`config.mk`:
```
export PLATFORM = sky130hd
export DESIGN_NAME = br_update_funnel
export DESIGN_NICKNAME = d
export VERILOG_FILES = /design/src/rtl/br_update_funnel.sv
export SDC_FILE = /design/constraint.sdc
export NUM_CORES = 1
export LEC_CHECK = 0
export CORE_UTILIZATION = 51
export DETAILED_ROUTE_END_ITERATION = 8
export GPL_TIMING_DRIVEN = 1
export MAX_ROUTING_LAYER = met4
export PLACE_DENSITY = 0.75
export SKIP_CTS_REPAIR_TIMING = 1
export SYNTH_ARGS = -nofsm -noshare
export SYNTH_HDL_FRONTEND = slang
export SYNTH_SLANG_ARGS = --single-unit
export TNS_END_PERCENT = 20
```
`constraint.sdc`:
```
create_clock -name clk -period 4.5 [get_ports clk]
set_clock_uncertainty 0.15 [all_clocks]
set_input_delay 1.35 -clock clk [delete_from_list [all_inputs] [get_ports clk]]
set_output_delay 1.35 -clock clk [all_outputs]
set_load 0.005 [all_outputs]
```
`src/rtl/br_update_funnel.sv`:
```
// Branch-resolution funnel: gathers per-lane conditional-branch outcomes, flags the oldest
// mispredict for a history-recovery pulse, squashes wrong-path results and queues PHT updates.
module br_update_funnel #(
    parameter int LANE_NUM = 2,
    parameter int HIST_W   = 10,
    parameter int IDX_W    = 12,
    parameter int CNT_W    = 2,
    parameter int DEPTH    = 8
) (
    input  logic                       clk,
    input  logic                       rst,
    input  logic [LANE_NUM-1:0]        inValid,
    input  logic [IDX_W-1:0]           inPhtIndex [LANE_NUM],
    input  logic [CNT_W-1:0]           inPrevCnt  [LANE_NUM],
    input  logic [HIST_W-1:0]          inHist     [LANE_NUM],
    input  logic [LANE_NUM-1:0]        inPredTaken,
    input  logic [LANE_NUM-1:0]        inExecTaken,
    output logic                       inReady,
    input  logic                       flushDone,
    output logic                       recover,
    output logic [HIST_W-1:0]          recoveredHist,
    output logic                       outValid,
    input  logic                       outReady,
    output logic [IDX_W-1:0]           outPhtIndex,
    output logic [CNT_W-1:0]           outPrevCnt,
    output logic                       outExecTaken,
    output logic                       outMispred,
    output logic [$clog2(DEPTH):0]     occupancy
);

    localparam int PTR_W = $clog2(DEPTH);
    localparam int OCC_W = PTR_W + 1;

    typedef enum logic {RUN, SQUASH} state_t;

    typedef struct packed {
        logic [IDX_W-1:0] idx;
        logic [CNT_W-1:0] cnt;
        logic             exec;
        logic             mispred;
    } entry_t;

    state_t             state_q, state_d;
    entry_t             mem [DEPTH];
    logic [PTR_W-1:0]   head_q, tail_q;
    logic [OCC_W-1:0]   occ_q;
    logic               recover_q;
    logic [HIST_W-1:0]  rec_hist_q;

    logic               accept_run;
    logic               pop;
    logic [LANE_NUM-1:0] keep;
    logic [PTR_W-1:0]   pos [LANE_NUM];
    logic [OCC_W-1:0]   push_cnt;
    logic               mis_found;
    logic [HIST_W-1:0]  mis_hist;
    logic               stop;

    assign inReady    = (OCC_W'(DEPTH) - occ_q) >= OCC_W'(LANE_NUM);
    assign accept_run = inReady && (state_q == RUN);
    assign outValid   = (occ_q != '0);
    assign pop        = outValid && outReady;

    // Lanes are kept in program order up to and including the first mispredict;
    // each kept lane gets a consecutive slot starting at the tail.
    always_comb begin
        keep      = '0;
        push_cnt  = '0;
        stop      = 1'b0;
        mis_found = 1'b0;
        mis_hist  = '0;
        for (int i = 0; i < LANE_NUM; i++) begin
            pos[i] = tail_q + PTR_W'(push_cnt);
            if (accept_run && !stop && inValid[i]) begin
                keep[i]  = 1'b1;
                push_cnt = push_cnt + OCC_W'(1);
                if (inPredTaken[i] != inExecTaken[i]) begin
                    stop      = 1'b1;
                    mis_found = 1'b1;
                    mis_hist  = (inHist[i] << 1) | HIST_W'(inExecTaken[i]);
                end
            end
        end
    end

    always_comb begin
        state_d = state_q;
        unique case (state_q)
            RUN:     if (accept_run && mis_found) state_d = SQUASH;
            SQUASH:  if (flushDone) state_d = RUN;
            default: state_d = RUN;
        endcase
    end

    always_ff @(posedge clk or posedge rst) begin
        if (rst) begin
            state_q    <= RUN;
            head_q     <= '0;
            tail_q     <= '0;
            occ_q      <= '0;
            recover_q  <= 1'b0;
            rec_hist_q <= '0;
        end else begin
            state_q   <= state_d;
            head_q    <= head_q + PTR_W'(pop);
            tail_q    <= tail_q + PTR_W'(push_cnt);
            occ_q     <= occ_q + push_cnt - OCC_W'(pop);
            recover_q <= accept_run && mis_found;
            if (accept_run && mis_found) rec_hist_q <= mis_hist;
        end
    end

    // Storage needs no reset: occupancy alone qualifies the contents.
    always_ff @(posedge clk) begin
        for (int i = 0; i < LANE_NUM; i++) begin
            if (keep[i]) begin
                mem[pos[i]] <= '{idx: inPhtIndex[i], cnt: inPrevCnt[i], exec: inExecTaken[i],
                                 mispred: inPredTaken[i] ^ inExecTaken[i]};
            end
        end
    end

    assign outPhtIndex   = mem[head_q].idx;
    assign outPrevCnt    = mem[head_q].cnt;
    assign outExecTaken  = mem[head_q].exec;
    assign outMispred    = mem[head_q].mispred;
    assign occupancy     = occ_q;
    assign recover       = recover_q;
    assign recoveredHist = rec_hist_q;

endmodule

```
==> impl_metrics.json <==
{
  "dp_hpwl_mm": 11.87,
  "pin_count": 91,
  "ys_top_cells_by_area": "edfxtp_1, mux2_2, mux4_2",
  "hold_slack_ns": 0.3719,
  "clock_latency_ns": 0.42,
  "cts_sinks": 150,
  "num_vias": 4687,
  "rows": 45,
  "dieHeight_um": 127.2,
  "vdd_drop_max_uv": 330.0,
  "grt_max_degree": 25,
  "end_kind": "output port",
  "p_leak_uw": 0.003771,
  "ant_nets": 0,
  "yosysMostFrequentCell": "edfxtp_1",
  "grt_usage_pct": 24.23,
  "criticalPathCategory": "reg -> out",
  "synth-edff-count": 128,
  "tritoncts": "built",
  "die_w_um": 127.2,
  "viasPerCell": 5.758,
  "synth_top_area_cell": "edfxtp_1",
  "drt_iter0_markers": 329,
  "drtPass1Iterations": 5,
  "timing.final.crit_period_ns": 4.251,
  "diodes": 0,
  "antenna_found_initial": 0,
  "wl_mm": 17.71,
  "p_total_uw": 6071,
  "powerDensity_mw_per_mm2": 609.6,
  "grt_pass1_wl_mm": 27.78,
  "drive_above_1_share_pct": 40.63,
  "yosysWarnings": 0,
  "tns_ns": 0,
  "maxCapViolCount": 0,
  "synth.avg_cell_area_um2": 17.16,
  "drc": 0,
  "htree_levels": 4,
  "place_area_mm2": 0.009389,
  "synth_top_area_share_pct": 48.06,
  "slew_viol_final": 0,
  "cts-root-buf": "clkbuf_16",
  "syn_inst": 466,
  "synth.distinct_cells": 44,
  "startpoint_type": "register",
  "nets": 665,
  "critPathRequiredTime_ns": 3.00,
  "critPathSlowestCell": "dfrtp_2",
  "die_area_mm2": 0.01619,
  "arrival_ns": 2.75,
  "critPathMaxStageDelay_ns": 0.79,
  "cts.path.max_buffers": 2,
  "ys_ff_latch": 150,
  "hold_path_class": "reg -> reg",
  "fin_crit_sh_pct": 94.47,
  "portBuffers": 88,
  "worstPathMaxFanout": 18,
  "cts_inserted_buffers": 17,
  "crit_family": "flip-flops",
  "status": "completed",
  "cp.buffers_inverters": 2,
  "worstMarginPinSlew_ns": 0.9711,
  "rsz0062_at_grt": "no",
  "path_cells": "buf_4 > mux4_2 > mux2_2 > clkdlybuf4s50_1",
  "gp_congestion": 0.8505,
  "hold_violations": 0,
  "grt_pass1_vias": 4964,
  "syn-cell-area_mm2": 0.007998,
  "synth_ff_type": "edfxtp_1",
  "async_reset_ff_share_pct": 14.67,
  "wl_per_cell_um": 21.76,
  "syn-num-nets": 541,
  "synth_common_cells": "edfxtp_1, mux2_2, mux2_4",
  "setup_viol": 0,
  "clock.fmax_mhz": 235.2,
  "area_delta_synth_final_pct": 24.52,
  "fillers": 1082,
  "stdcell_area_mm2": 0.009958,
  "grt_overflow": 0,
  "relSlewSlack_pct": 34.80,
  "start_util_pct": 52.41,
  "core_area_mm2": 0.01526,
  "seq_area_frac_synth_pct": 54.94,
  "cts.clk_slew.worst_paths_ns": 0.06
}
==> registers in the layout (all words and copies together) (netlist names) <==
signal         count
head_q             3
mem              128
occupancy          4
recover            1
recoveredHist     10
state_q            1
tail_q             3
==> power by group <==
| group | internal [µW] | switching, µW |
|---|---|---|
| clock network | 854 | 528 |
| registers | 1940 | 236 |
| logic | 1420 | 1090 |
| total | 4220 | 1850 |
==> cell type report <==
| type | instances | area (µm²) | share of cell area [%] |
|---|---|---|---|
| repair buffers | 128 | 1281 | 12.87 |
| clock inverters | 14 | 140.1 | 1.407 |
| inverters | 21 | 80.08 | 0.8041 |
| well taps | 211 | 264.0 | 2.651 |
| multi-input cells | 272 | 3368 | 33.82 |
| clock buffers | 18 | 429.2 | 4.310 |
| flip-flops and latches | 150 | 4395 | 44.14 |
==> placed cells by master (no fill, tap or decap), drive strengths merged, types with 10 or more instances in the layout <==
cell and instances:
mux4 32, mux2 137, clkdlybuf4s50 88, nand3 10, ha 15, edfxtp 128
buf 40, clkbuf 18, dfrtp 22, inv 20, clkinv 11
==> metrics by stage <==
stage | utilization [%] | setup WS (ns) | std cells
floorplan | - | 0.1734 | 466
global placement | 61.53 | 0.2632 | 782
detailed placement | 61.53 | 0.1797 | 782
CTS | 65.26 | 0.1686 | 814
global route | 65.26 | 0.1012 | 814
finish | 65.26 | 0.2490 | 814
==> path summary, 6_finish.rpt <==
| path | start | slack [ns] | endpoint | depth (start not counted) |
|---|---|---|---|---|
| hold reg to reg | recoveredHist[9] | 0.37 | recoveredHist[9] | 1 |
| min in group asynchronous | rst | 1.26 | recoveredHist[4] | 2 |
| setup reg to reg | occupancy[1] | 0.75 | mem[4][14] | 13 |
| max in group asynchronous | rst | 2.35 | head_q[0] | 2 |
| setup / recovery | head_q[0] | 0.25 | outPrevCnt[1] | 4 |
| hold / removal | recoveredHist[9] | 0.37 | recoveredHist[9] | 1 |
==> cells by family after synthesis <==
kind of cell    count (synthesis)  share of synthesized area (%)
compound gates                 25                          2.394
flops                         150                          54.94
xor+xnor                        7                         0.8606
simple gates                   46                          4.709
fa+ha+maj                      17                          2.847
mux                           177                          31.18
buf+inv                        44                          3.066
==> per-layer routing <==
layer  up-vias  wire length (µm)  GRT usage (%)
met5         -                 0              -
met4         0               252          8.053
li1       2101                 -              -
met2       136              9360          40.95
met1      2429              7297          29.80
met3        21               798          4.062
No activity file was read; power rests on OpenSTA's default activity.
